--- config.mk ---
export PLATFORM = sky130hd
export DESIGN_NAME = oled_spi_ctrl_flat
export DESIGN_NICKNAME = d
export VERILOG_FILES = /design/src/rtl/oled_spi_ctrl_if.sv /design/src/rtl/oled_spi_ctrl.sv /design/src/flat_wrapper.sv
export SDC_FILE = /design/constraint.sdc
export NUM_CORES = 1
export LEC_CHECK = 0
export CAP_MARGIN = 20
export CORE_MARGIN = 5
export CORE_UTILIZATION = 46
export DETAILED_ROUTE_END_ITERATION = 7
export PLACE_DENSITY = 0.66
export RECOVER_POWER = 50
export SYNTH_ARGS = -nofsm -noshare
export SYNTH_HDL_FRONTEND = slang
export SYNTH_SLANG_ARGS = --single-unit
--- constraint.sdc ---
create_clock -name clk_16M -period 5.3 [get_ports clk_16M]
set_input_delay 1.06 -clock clk_16M [delete_from_list [all_inputs] [get_ports clk_16M]]
set_output_delay 1.06 -clock clk_16M [all_outputs]
set_load 0.01 [all_outputs]
--- src/rtl/oled_spi_ctrl_if.sv ---
// Byte handshake between a command/data source and the OLED SPI controller.
// The source offers a byte with valid; the controller takes it in any cycle where ready is high.
interface oled_spi_ctrl_if;
  logic       byte_valid;
  logic [7:0] byte_data;
  logic       byte_dc;
  logic       byte_ready;

  modport master (
    output byte_valid,
    output byte_data,
    output byte_dc,
    input  byte_ready
  );

  modport slave (
    input  byte_valid,
    input  byte_data,
    input  byte_dc,
    output byte_ready
  );
endinterface

--- src/rtl/oled_spi_ctrl.sv ---
// SSD1306 power sequencer (VDD -> RES -> VBAT up, reverse down) plus a write-only
// mode-3 SPI byte serializer, MSB first, with every output driven from a register.
module oled_spi_ctrl #(
  parameter int CLK_DIV = 4,
  parameter int T_VDD   = 16000,
  parameter int T_RES   = 48,
  parameter int T_VBAT  = 1600000
) (
  input  logic           clk_16M,
  input  logic           reset_periph,
  input  logic           pwr_on,
  oled_spi_ctrl_if.slave bus,
  output logic           oled_ready,
  output logic           busy,
  output logic           oled_sclk,
  output logic           oled_sdin,
  output logic           oled_dc,
  output logic           oled_res_n,
  output logic           oled_vdd_n,
  output logic           oled_vbat_n
);

  localparam int T_MAX = (T_VDD > T_RES) ? ((T_VDD > T_VBAT) ? T_VDD : T_VBAT)
                                         : ((T_RES > T_VBAT) ? T_RES : T_VBAT);
  localparam int DLY_W = $clog2(T_MAX + 1);
  localparam int DIV_W = $clog2(CLK_DIV + 1);

  localparam logic [DLY_W-1:0] DLY_ONE   = DLY_W'(1);
  localparam logic [DLY_W-1:0] VDD_LAST  = DLY_W'(T_VDD - 1);
  localparam logic [DLY_W-1:0] RES_LAST  = DLY_W'(T_RES - 1);
  localparam logic [DLY_W-1:0] VBAT_LAST = DLY_W'(T_VBAT - 1);
  localparam logic [DIV_W-1:0] DIV_ONE   = DIV_W'(1);
  localparam logic [DIV_W-1:0] DIV_LAST  = DIV_W'(CLK_DIV - 1);
  // Divider value one cycle before bit 0's high phase ends; READY is entered there
  // so the next byte can be accepted on the very edge that phase finishes.
  localparam logic [DIV_W-1:0] DIV_EXIT  = DIV_W'((CLK_DIV > 1) ? (CLK_DIV - 2) : 0);

  typedef enum logic [2:0] {
    ST_OFF,
    ST_VDD_WAIT,
    ST_RES_LOW,
    ST_VBAT_WAIT,
    ST_READY,
    ST_SHIFT,
    ST_PD_WAIT
  } state_t;

  state_t           r_state;
  logic [DLY_W-1:0] r_dly;
  logic [DIV_W-1:0] r_div;
  logic [2:0]       r_bit;
  logic [7:0]       r_shift;
  logic             r_byte_ready;
  logic             r_oled_ready;
  logic             r_busy;
  logic             r_sclk;
  logic             r_sdin;
  logic             r_dc;
  logic             r_res_n;
  logic             r_vdd_n;
  logic             r_vbat_n;

  logic [2:0] w_bit_prev;
  logic       w_div_end;
  logic       w_last;

  // r_bit holds the index of the bit on sdin; it starts at 0 so the first
  // falling edge wraps it to 7 and bit 0 is the only one seen with r_bit == 0.
  assign w_bit_prev = r_bit - 3'd1;
  assign w_div_end  = (r_div == DIV_LAST);
  assign w_last     = (r_bit == 3'd0) &&
                      ((CLK_DIV == 1) ? (!r_sclk && w_div_end)
                                      : (r_sclk && (r_div == DIV_EXIT)));

  always_ff @(posedge clk_16M) begin
    if (reset_periph) begin
      r_state      <= ST_OFF;
      r_dly        <= '0;
      r_div        <= '0;
      r_bit        <= 3'd0;
      r_shift      <= 8'h00;
      r_byte_ready <= 1'b0;
      r_oled_ready <= 1'b0;
      r_busy       <= 1'b0;
      r_sclk       <= 1'b1;
      r_sdin       <= 1'b0;
      r_dc         <= 1'b0;
      r_res_n      <= 1'b0;
      r_vdd_n      <= 1'b1;
      r_vbat_n     <= 1'b1;
    end else begin
      case (r_state)
        ST_OFF: begin
          if (pwr_on) begin
            r_vdd_n <= 1'b0;
            r_res_n <= 1'b1;
            r_busy  <= 1'b1;
            r_dly   <= '0;
            r_state <= ST_VDD_WAIT;
          end
        end

        ST_VDD_WAIT: begin
          if (!pwr_on) begin
            r_vbat_n <= 1'b1;
            r_dly    <= '0;
            r_state  <= ST_PD_WAIT;
          end else if (r_dly == VDD_LAST) begin
            r_res_n <= 1'b0;
            r_dly   <= '0;
            r_state <= ST_RES_LOW;
          end else begin
            r_dly <= r_dly + DLY_ONE;
          end
        end

        ST_RES_LOW: begin
          if (!pwr_on) begin
            r_vbat_n <= 1'b1;
            r_dly    <= '0;
            r_state  <= ST_PD_WAIT;
          end else if (r_dly == RES_LAST) begin
            r_res_n  <= 1'b1;
            r_vbat_n <= 1'b0;
            r_dly    <= '0;
            r_state  <= ST_VBAT_WAIT;
          end else begin
            r_dly <= r_dly + DLY_ONE;
          end
        end

        ST_VBAT_WAIT: begin
          if (!pwr_on) begin
            r_vbat_n <= 1'b1;
            r_dly    <= '0;
            r_state  <= ST_PD_WAIT;
          end else if (r_dly == VBAT_LAST) begin
            r_oled_ready <= 1'b1;
            r_byte_ready <= 1'b1;
            r_busy       <= 1'b0;
            r_dly        <= '0;
            r_state      <= ST_READY;
          end else begin
            r_dly <= r_dly + DLY_ONE;
          end
        end

        ST_READY: begin
          if (bus.byte_valid) begin
            r_shift      <= bus.byte_data;
            r_dc         <= bus.byte_dc;
            r_bit        <= 3'd0;
            r_div        <= DIV_LAST;
            r_byte_ready <= 1'b0;
            r_busy       <= 1'b1;
            r_state      <= ST_SHIFT;
          end else if (!pwr_on) begin
            r_vbat_n     <= 1'b1;
            r_oled_ready <= 1'b0;
            r_byte_ready <= 1'b0;
            r_busy       <= 1'b1;
            r_dly        <= '0;
            r_state      <= ST_PD_WAIT;
          end
        end

        ST_SHIFT: begin
          if (w_div_end) begin
            r_div <= '0;
            if (r_sclk) begin
              r_sclk <= 1'b0;
              r_sdin <= r_shift[w_bit_prev];
              r_bit  <= w_bit_prev;
            end else begin
              r_sclk <= 1'b1;
            end
          end else begin
            r_div <= r_div + DIV_ONE;
          end
          if (w_last) begin
            r_byte_ready <= 1'b1;
            r_busy       <= 1'b0;
            r_state      <= ST_READY;
          end
        end

        ST_PD_WAIT: begin
          if (r_dly == VBAT_LAST) begin
            r_vdd_n <= 1'b1;
            r_res_n <= 1'b0;
            r_busy  <= 1'b0;
            r_dly   <= '0;
            r_state <= ST_OFF;
          end else begin
            r_dly <= r_dly + DLY_ONE;
          end
        end

        default: begin
          r_state <= ST_OFF;
        end
      endcase
    end
  end

  assign bus.byte_ready = r_byte_ready;
  assign oled_ready     = r_oled_ready;
  assign busy           = r_busy;
  assign oled_sclk      = r_sclk;
  assign oled_sdin      = r_sdin;
  assign oled_dc        = r_dc;
  assign oled_res_n     = r_res_n;
  assign oled_vdd_n     = r_vdd_n;
  assign oled_vbat_n    = r_vbat_n;

endmodule
--- src/flat_wrapper.sv ---
// flat-port wrapper written by rule: the top's interface ports become plain ports
module oled_spi_ctrl_flat 
#(
  parameter int CLK_DIV = 4,
  parameter int T_VDD   = 16000,
  parameter int T_RES   = 48,
  parameter int T_VBAT  = 1600000
)
  (clk_16M, reset_periph, pwr_on, oled_ready, busy, oled_sclk, oled_sdin, oled_dc, oled_res_n, oled_vdd_n, oled_vbat_n, bus_byte_valid, bus_byte_data, bus_byte_dc, bus_byte_ready);
  oled_spi_ctrl_if bus_i ();
  input  logic clk_16M;
  input  logic reset_periph;
  input  logic pwr_on;
  output logic oled_ready;
  output logic busy;
  output logic oled_sclk;
  output logic oled_sdin;
  output logic oled_dc;
  output logic oled_res_n;
  output logic oled_vdd_n;
  output logic oled_vbat_n;
  input wire logic [$bits(bus_i.byte_valid)-1:0] bus_byte_valid;
  input wire logic [$bits(bus_i.byte_data)-1:0] bus_byte_data;
  input wire logic [$bits(bus_i.byte_dc)-1:0] bus_byte_dc;
  output wire logic [$bits(bus_i.byte_ready)-1:0] bus_byte_ready;
  assign bus_i.byte_valid = bus_byte_valid;
  assign bus_i.byte_data = bus_byte_data;
  assign bus_i.byte_dc = bus_byte_dc;
  assign bus_byte_ready = bus_i.byte_ready;
  oled_spi_ctrl #(.CLK_DIV(CLK_DIV), .T_VDD(T_VDD), .T_RES(T_RES), .T_VBAT(T_VBAT)) u_core (.clk_16M(clk_16M), .reset_periph(reset_periph), .pwr_on(pwr_on), .bus(bus_i), .oled_ready(oled_ready), .busy(busy), .oled_sclk(oled_sclk), .oled_sdin(oled_sdin), .oled_dc(oled_dc), .oled_res_n(oled_res_n), .oled_vdd_n(oled_vdd_n), .oled_vbat_n(oled_vbat_n));
endmodule
* Word-level counts from Yosys, hierarchy flattened
Index checks and enable logic that the tools add are counted.
** Storage, ports and cells
- Flip-flop bits (word level) :: 47
- Bits in latches :: 0
- Memory bits (writable) :: 0
- Bits in read-only memories :: 0
- Input port bits :: 13
- Output and inout bits :: 9
- Word-level logic and storage cells :: 133
- Memories kept :: 0
** Operators by class
- Add/sub/neg operators :: 3
- Multipliers :: 0
- Divide/modulo/power cells :: 0
- Magnitude comparators :: 1
- Equality and inequality tests :: 29
- Shift-type cells :: 0
- Multiplexer cells :: 60
- Bitwise gates (word level) :: 0
- Reduce and logical (&&, ||, !) cells :: 26
** Operators by type and width (number)
- 21-bit 2-to-1 mux :: 9
- 21-bit one-hot mux with 6 select lines :: 1
- 3-bit 2-to-1 mux :: 16
- 1-bit 2-to-1 mux :: 24
- 21-bit by 1-bit adder with 21-bit output (second input constant) :: 1
- 21-bit by 14-bit equality test with 1-bit output (second input constant) :: 1
- 21-bit equality test (second input constant) :: 1
- 21-bit by 6-bit equality test with 1-bit output (second input constant) :: 1
- 3-bit one-hot mux with 7 select lines :: 1
- 5-bit AND reduction :: 3
- 2-bit by 1-bit != test with 1-bit output (second input constant) :: 7
- 2-bit != test (second input constant) :: 7
- 7-bit AND reduction :: 2
- 3-bit by 2-bit equality test with 1-bit output (second input constant) :: 4
- 3-bit one-hot mux with 2 select lines :: 2
- 3-bit equality test (second input constant) :: 3
- 3-bit by 2-bit != test with 1-bit output (second input constant) :: 3
- 3-bit AND reduction :: 3
- 4-bit AND reduction :: 2
- 3-bit logical NOT :: 2
- 1-bit one-hot mux with 3 select lines :: 2
- 2-bit AND reduction :: 3
- 2-bit nonzero test :: 3
- 3-bit nonzero test :: 2
- other kinds (14) :: 16

* Longest topological paths before layout
- Depth in word-level cells :: 5
- Depth in mapped cells :: 8

* Worst setup path after synthesis
Ideal clock, no wire load.
- Kind :: input to register
- Start point :: input port bus_byte_valid
- End point :: register u_core.r_dly[13]
- Library setup time :: 0.121 ns
- Data arrival time :: 2.411 ns
- Path slack :: 2.768 ns
- Stages on the path :: 8
- Path buffers :: 2
- Cells stage by stage :: clkbuf_1 nor2_1 a21oi_1 o21a_1 clkbuf_1 or4_1 xor2_1 nor2_2
** On the way
- Word-level cells in the longest chain between the ends :: 2
** RTL lines
- start: declaration :: RTL line flat_wrapper.sv:22 : input wire logic [$bits(bus_i.byte_valid)-1:0] bus_byte_valid;
- 2-bit != test (no line)
- 4-bit AND reduction (no line)
- end signal: assignment :: RTL line oled_spi_ctrl.sv:113 : r_dly <= r_dly + DLY_ONE;
- end signal: assignment :: RTL line oled_spi_ctrl.sv:128 : r_dly <= r_dly + DLY_ONE;
- end signal: assignment :: RTL line oled_spi_ctrl.sv:144 : r_dly <= r_dly + DLY_ONE;
- end: declaration :: RTL line oled_spi_ctrl.sv:49 : logic [DLY_W-1:0] r_dly;
No other way between the ends.
A chain may end at the register's enable or synchronous reset.

==> impl_results.md <==
* Capture instance of the worst register-to-register path: u_core.r_dly[15]$_SDFFE_PP0P_
* Number of synthesized flops with an enable pin at 0
* Largest net degree at the start of global routing at 22
* Number of stages on the worst hold path at 2
* Routed vias at between 2000 and 2500
* Number of buffers inserted to repair setup after CTS at 0
* Type of element launching the critical path: input pin
* Source of the critical timing path: reset_periph
* CP Class: input pin to flip-flop
* Clock transition at the register clock pins on the worst setup and hold paths after CTS at around 0.090 ns
* Worst setup path end: u_core.r_dly[10]$_SDFFE_PP0P_
* Setup crit end kind: flip-flop
* Leakage power summed over all cells at 1.020 nW
* Yosys warning total at 0
* Largest clock skew in the final design at about 0.01 ns
* Period minus WS final at 3.369 ns
* Number of filler instances in the final layout at 512
* Die Area at 0.007271 mm²
* Worst min-delay path startpoint: u_core.r_shift[6]$_SDFFE_PP0P_
* Post-synthesis instance total at 320
* Diodes inserted at 0
* Clock power share at 0.272
* Count of TritonRoute iterations in the first routing pass at 4
* Hold violation total from the final report at 0
* Required time worst endpoint at 5.49 ns
* Area after DPL at 0.002820 mm²
* Chip height at 85.27 µm
* Worst min path class: flip-flop to flip-flop
* Average footprint of a synthesized cell at between 8 and 9 µm²
* CP Max Fanout at 18
* Critical path arrival at between 3 and 4 ns
* Synth cell types at 60
* Total negative slack for setup checks at 0 ns
* Average detailed-routed wire length per instance at 13.73 µm
* Fraction of synthesized area in multiplexers at 0.04081
* Total number of clock tree sinks at 47
* Maximum buffer depth of the clock tree at 2
* DRT antenna net count at 0
* Row Count at 27
* P&R area growth vs syn at 12.53%
* Post-synthesis share of cell area spent on xor and xnor gates at 0.03024
* Nets in the synthesized netlist at 338
* Top cell type's share of synthesized area at 0.3610
* Finished Layout Cells at 403
* Count of maximum capacitance violations at 0
* TritonCTS Buffers at 5
* CTS tree: yes
* WHS at 0.4601 ns
* Max Clock Freq at 0.2968 GHz
* Vias in the first global route at between 2000 and 2500
* Fraction of the mapped netlist area in adder cells at 0.02400
* Path depth of the worst reg2reg path at 6
* Worst setup slack for register-to-register paths at 2.81 ns
* Share of synthesized registers carrying an async set or reset at 0
* Result of the run: finished clean
* Switching share of power at 0.3618
* Slew headroom at 0.4774
* DP Cell Count at about 400
* RSZ-0062 raised after global routing: no
* Clk Latency, worst-skew pair at between 0.3 and 0.4 ns
* Hpwl dp at 3.961 mm
* Post-route core utilization at 0.5326
* Switching power total at 0.3657 mW
* Cell taking the most area after synthesis: sky130_fd_sc_hd__dfxtp_1
* Fraction of final layout cells with drive strength greater than 1 at 0.08459
* Part of the total power dissipated in combinational logic at 0.300
* Ports placed on the boundary at 22
* H-tree depth at 2
* Power per cell area at 344.6 mW/mm²
* Global placer's final weighted congestion at between 0.8 and 0.9
* Number of antenna violations at the first check in global routing at 0
* Synth area leaders: sky130_fd_sc_hd__dfxtp_1 36%, sky130_fd_sc_hd__nand2_1 6.2%, sky130_fd_sc_hd__a21oi_1 6.1%
* Compound-Gate Fraction of Synth Area at 0.2141
* Total GRT Usage at 0.1626
* Simple-gate area share of the yosys netlist at 0.2780
* Effective utilization at floorplan at 0.4733
* Number of slew-limit violations in the final report at 0
* NumNets Final at approximately 350
* Via-per-instance ratio at 5.633
* Chip width at 85.27 µm
* Remaining Overflow, GRT at 0
* Met2 track demand over resource in global routing at 0.2684
* Number of design-rule violations left by the first detailed-router iteration at between 90 and 100
* DRC violations left at 0
* Count of endpoints failing setup in the final report at 0
* Share of total power in sequential cells at 0.428
* Maximum resistive drop on vdd at 0.0001333 V
* Busiest layer in global routing: met2
* Wire length of the first global-routing pass at between 9 and 10 mm
* CTS Hold Buffers Added at 0
* Total of cells resized after clock tree synthesis at 0
* Combinational family with the most area after synthesis: simple AND/OR/NAND/NOR gates
* Mapped Area at approximately 0.0026 mm²
* IO Port Bufs at 21
* Design internal power at 0.6450 mW
* Leading register cell type out of synthesis: sky130_fd_sc_hd__dfxtp_1
* Core region area at 0.005507 mm²
* Post-detailed-routing wire length at about 5.5 mm
* Clk root buf: sky130_fd_sc_hd__clkbuf_8
* Grt met3 use at 0.03398
* Final cell area excluding filler cells at 0.002933 mm²
* Transition time at the pin with the least slew margin at 0.7839 ns
* Met1 Track Usage GR at 0.2095
* Period Utilization, post-route at 0.6357
* Seq/Total Area, Yosys at 0.3610
* Worst flop-to-flop path startpoint: u_core.r_state[2]$_SDFFE_PP0P_
* Yosys reg bits at between 40 and 50
registers in the layout, summed over array words and instances (netlist names):
register / cells
u_core.oled_ready: 1
u_core.busy: 1
u_core.oled_dc: 1
u_core.r_div: 3
u_core.oled_sdin: 1
u_core.r_dly: 21
u_core.oled_res_n: 1
u_core.oled_sclk: 1
u_core.oled_vdd_n: 1
u_core.r_state: 3
u_core.oled_vbat_n: 1
u_core.bus.byte_ready: 1
u_core.r_shift: 8
u_core.r_bit: 3
synth_stat cells (3+ instances only):
cell type / count
sky130_fd_sc_hd__dfxtp_1: 47
sky130_fd_sc_hd__nand2_1: 43
sky130_fd_sc_hd__a21oi_1: 32
sky130_fd_sc_hd__nor2_1: 30
sky130_fd_sc_hd__nand3_1: 14
sky130_fd_sc_hd__nor3_1: 12
sky130_fd_sc_hd__o21ai_0: 11
sky130_fd_sc_hd__inv_1: 10
sky130_fd_sc_hd__nand4_1: 10
sky130_fd_sc_hd__clkbuf_1: 9
sky130_fd_sc_hd__and3_1: 7
sky130_fd_sc_hd__xnor2_1: 7
sky130_fd_sc_hd__buf_2: 5
sky130_fd_sc_hd__ha_1: 5
sky130_fd_sc_hd__mux2i_1: 5
sky130_fd_sc_hd__a22o_1: 4
sky130_fd_sc_hd__a31oi_1: 4
sky130_fd_sc_hd__nand3b_1: 4
sky130_fd_sc_hd__a2111oi_0: 3
sky130_fd_sc_hd__a211o_1: 3
sky130_fd_sc_hd__a21o_1: 3
cells in the final DEF (no fill, tap or decap), types with 3 or more instances in the layout:
master                            count
sky130_fd_sc_hd__a211o_1              3
sky130_fd_sc_hd__nand3b_1             4
sky130_fd_sc_hd__a31oi_1              4
sky130_fd_sc_hd__nand4_1             10
sky130_fd_sc_hd__clkdlybuf4s50_1      9
sky130_fd_sc_hd__o21ai_0             11
sky130_fd_sc_hd__a21oi_1             32
sky130_fd_sc_hd__mux2i_1              5
sky130_fd_sc_hd__a21o_1               3
sky130_fd_sc_hd__xnor2_1              7
sky130_fd_sc_hd__dfxtp_1             47
sky130_fd_sc_hd__ha_1                 5
sky130_fd_sc_hd__clkbuf_8             5
sky130_fd_sc_hd__nand2_1             43
sky130_fd_sc_hd__and3_1               7
sky130_fd_sc_hd__dlygate4sd3_1       12
sky130_fd_sc_hd__nand3_1             14
sky130_fd_sc_hd__a22o_1               4
sky130_fd_sc_hd__nor2_1              30
sky130_fd_sc_hd__nor3_1              12
sky130_fd_sc_hd__a2111oi_0            3
sky130_fd_sc_hd__inv_1               10
final cells by class:
type                       instances  area [µm²]  share of cell area
multi-input combinational        243        1530              0.5218
inverter                          11       41.29             0.01408
timing repair buffer              22       214.0             0.07295
sequential                        47       940.9              0.3208
tap                               72       90.09             0.03072
clock inverter                     3       47.55             0.01621
clock buffer                       5       68.82             0.02346
per-layer routing:
layer  part of all wire  wire (µm)  vias up
met5                  0          0        -
met4              0.014         78        0
met3              0.036        201        6
met2               0.47       2589       37
met1               0.48       2665     1053
li1                   -          -     1174
how the worst min path moves through the flow:
| stage | slack (ns) | endpoint |
|---|---|---|
| after floorplan | 0.43 | u_core.r_shift[1]$_SDFFE_PP0P_ |
| after global placement | 0.44 | u_core.r_shift[3]$_SDFFE_PP0P_ |
| after detailed placement | 0.45 | u_core.r_shift[6]$_SDFFE_PP0P_ |
| after CTS | 0.47 | u_core.r_shift[6]$_SDFFE_PP0P_ |
| after global routing | 0.47 | u_core.oled_dc$_SDFFE_PP0P_ |
| final | 0.46 | u_core.r_shift[6]$_SDFFE_PP0P_ |
critical path: stages:
cell,delay [ns]
sky130_fd_sc_hd__dlygate4sd3_1,1.01
sky130_fd_sc_hd__clkbuf_1,0.66
sky130_fd_sc_hd__nor2_1,0.39
sky130_fd_sc_hd__nor2_2,0.34
sky130_fd_sc_hd__nor2_1,0.09
power groups by stage:
stage                     registers (mW)  logic, mW  clock network, mW
after floorplan                    0.415      0.257                  0
after global placement             0.441      0.307                  0
after detailed placement           0.441      0.308                  0
after CTS                          0.433      0.309              0.284
after global routing               0.440      0.346              0.299
final                              0.433      0.303              0.275
logic make-up (layout without fill, tap and decap cells):
kind of cell	count (synthesis)	after routing
flip-flops	47	47
adder cells (fa/ha/maj)	5	5
AO/OA/AOI/OAI	80	80
multiplexers	8	8
buffers and inverters	30	41
AND/OR/NAND/NOR	141	141
XOR/XNOR	9	9
through the flow:
stage,setup slack (ns),total power [mW]
finish,1.931,1.011
global route,1.686,1.086
CTS,2.276,1.026
detailed placement,1.952,0.7488
global placement,2.020,0.7479
floorplan,2.768,0.6715
No activity file was read; power rests on OpenSTA's default activity.
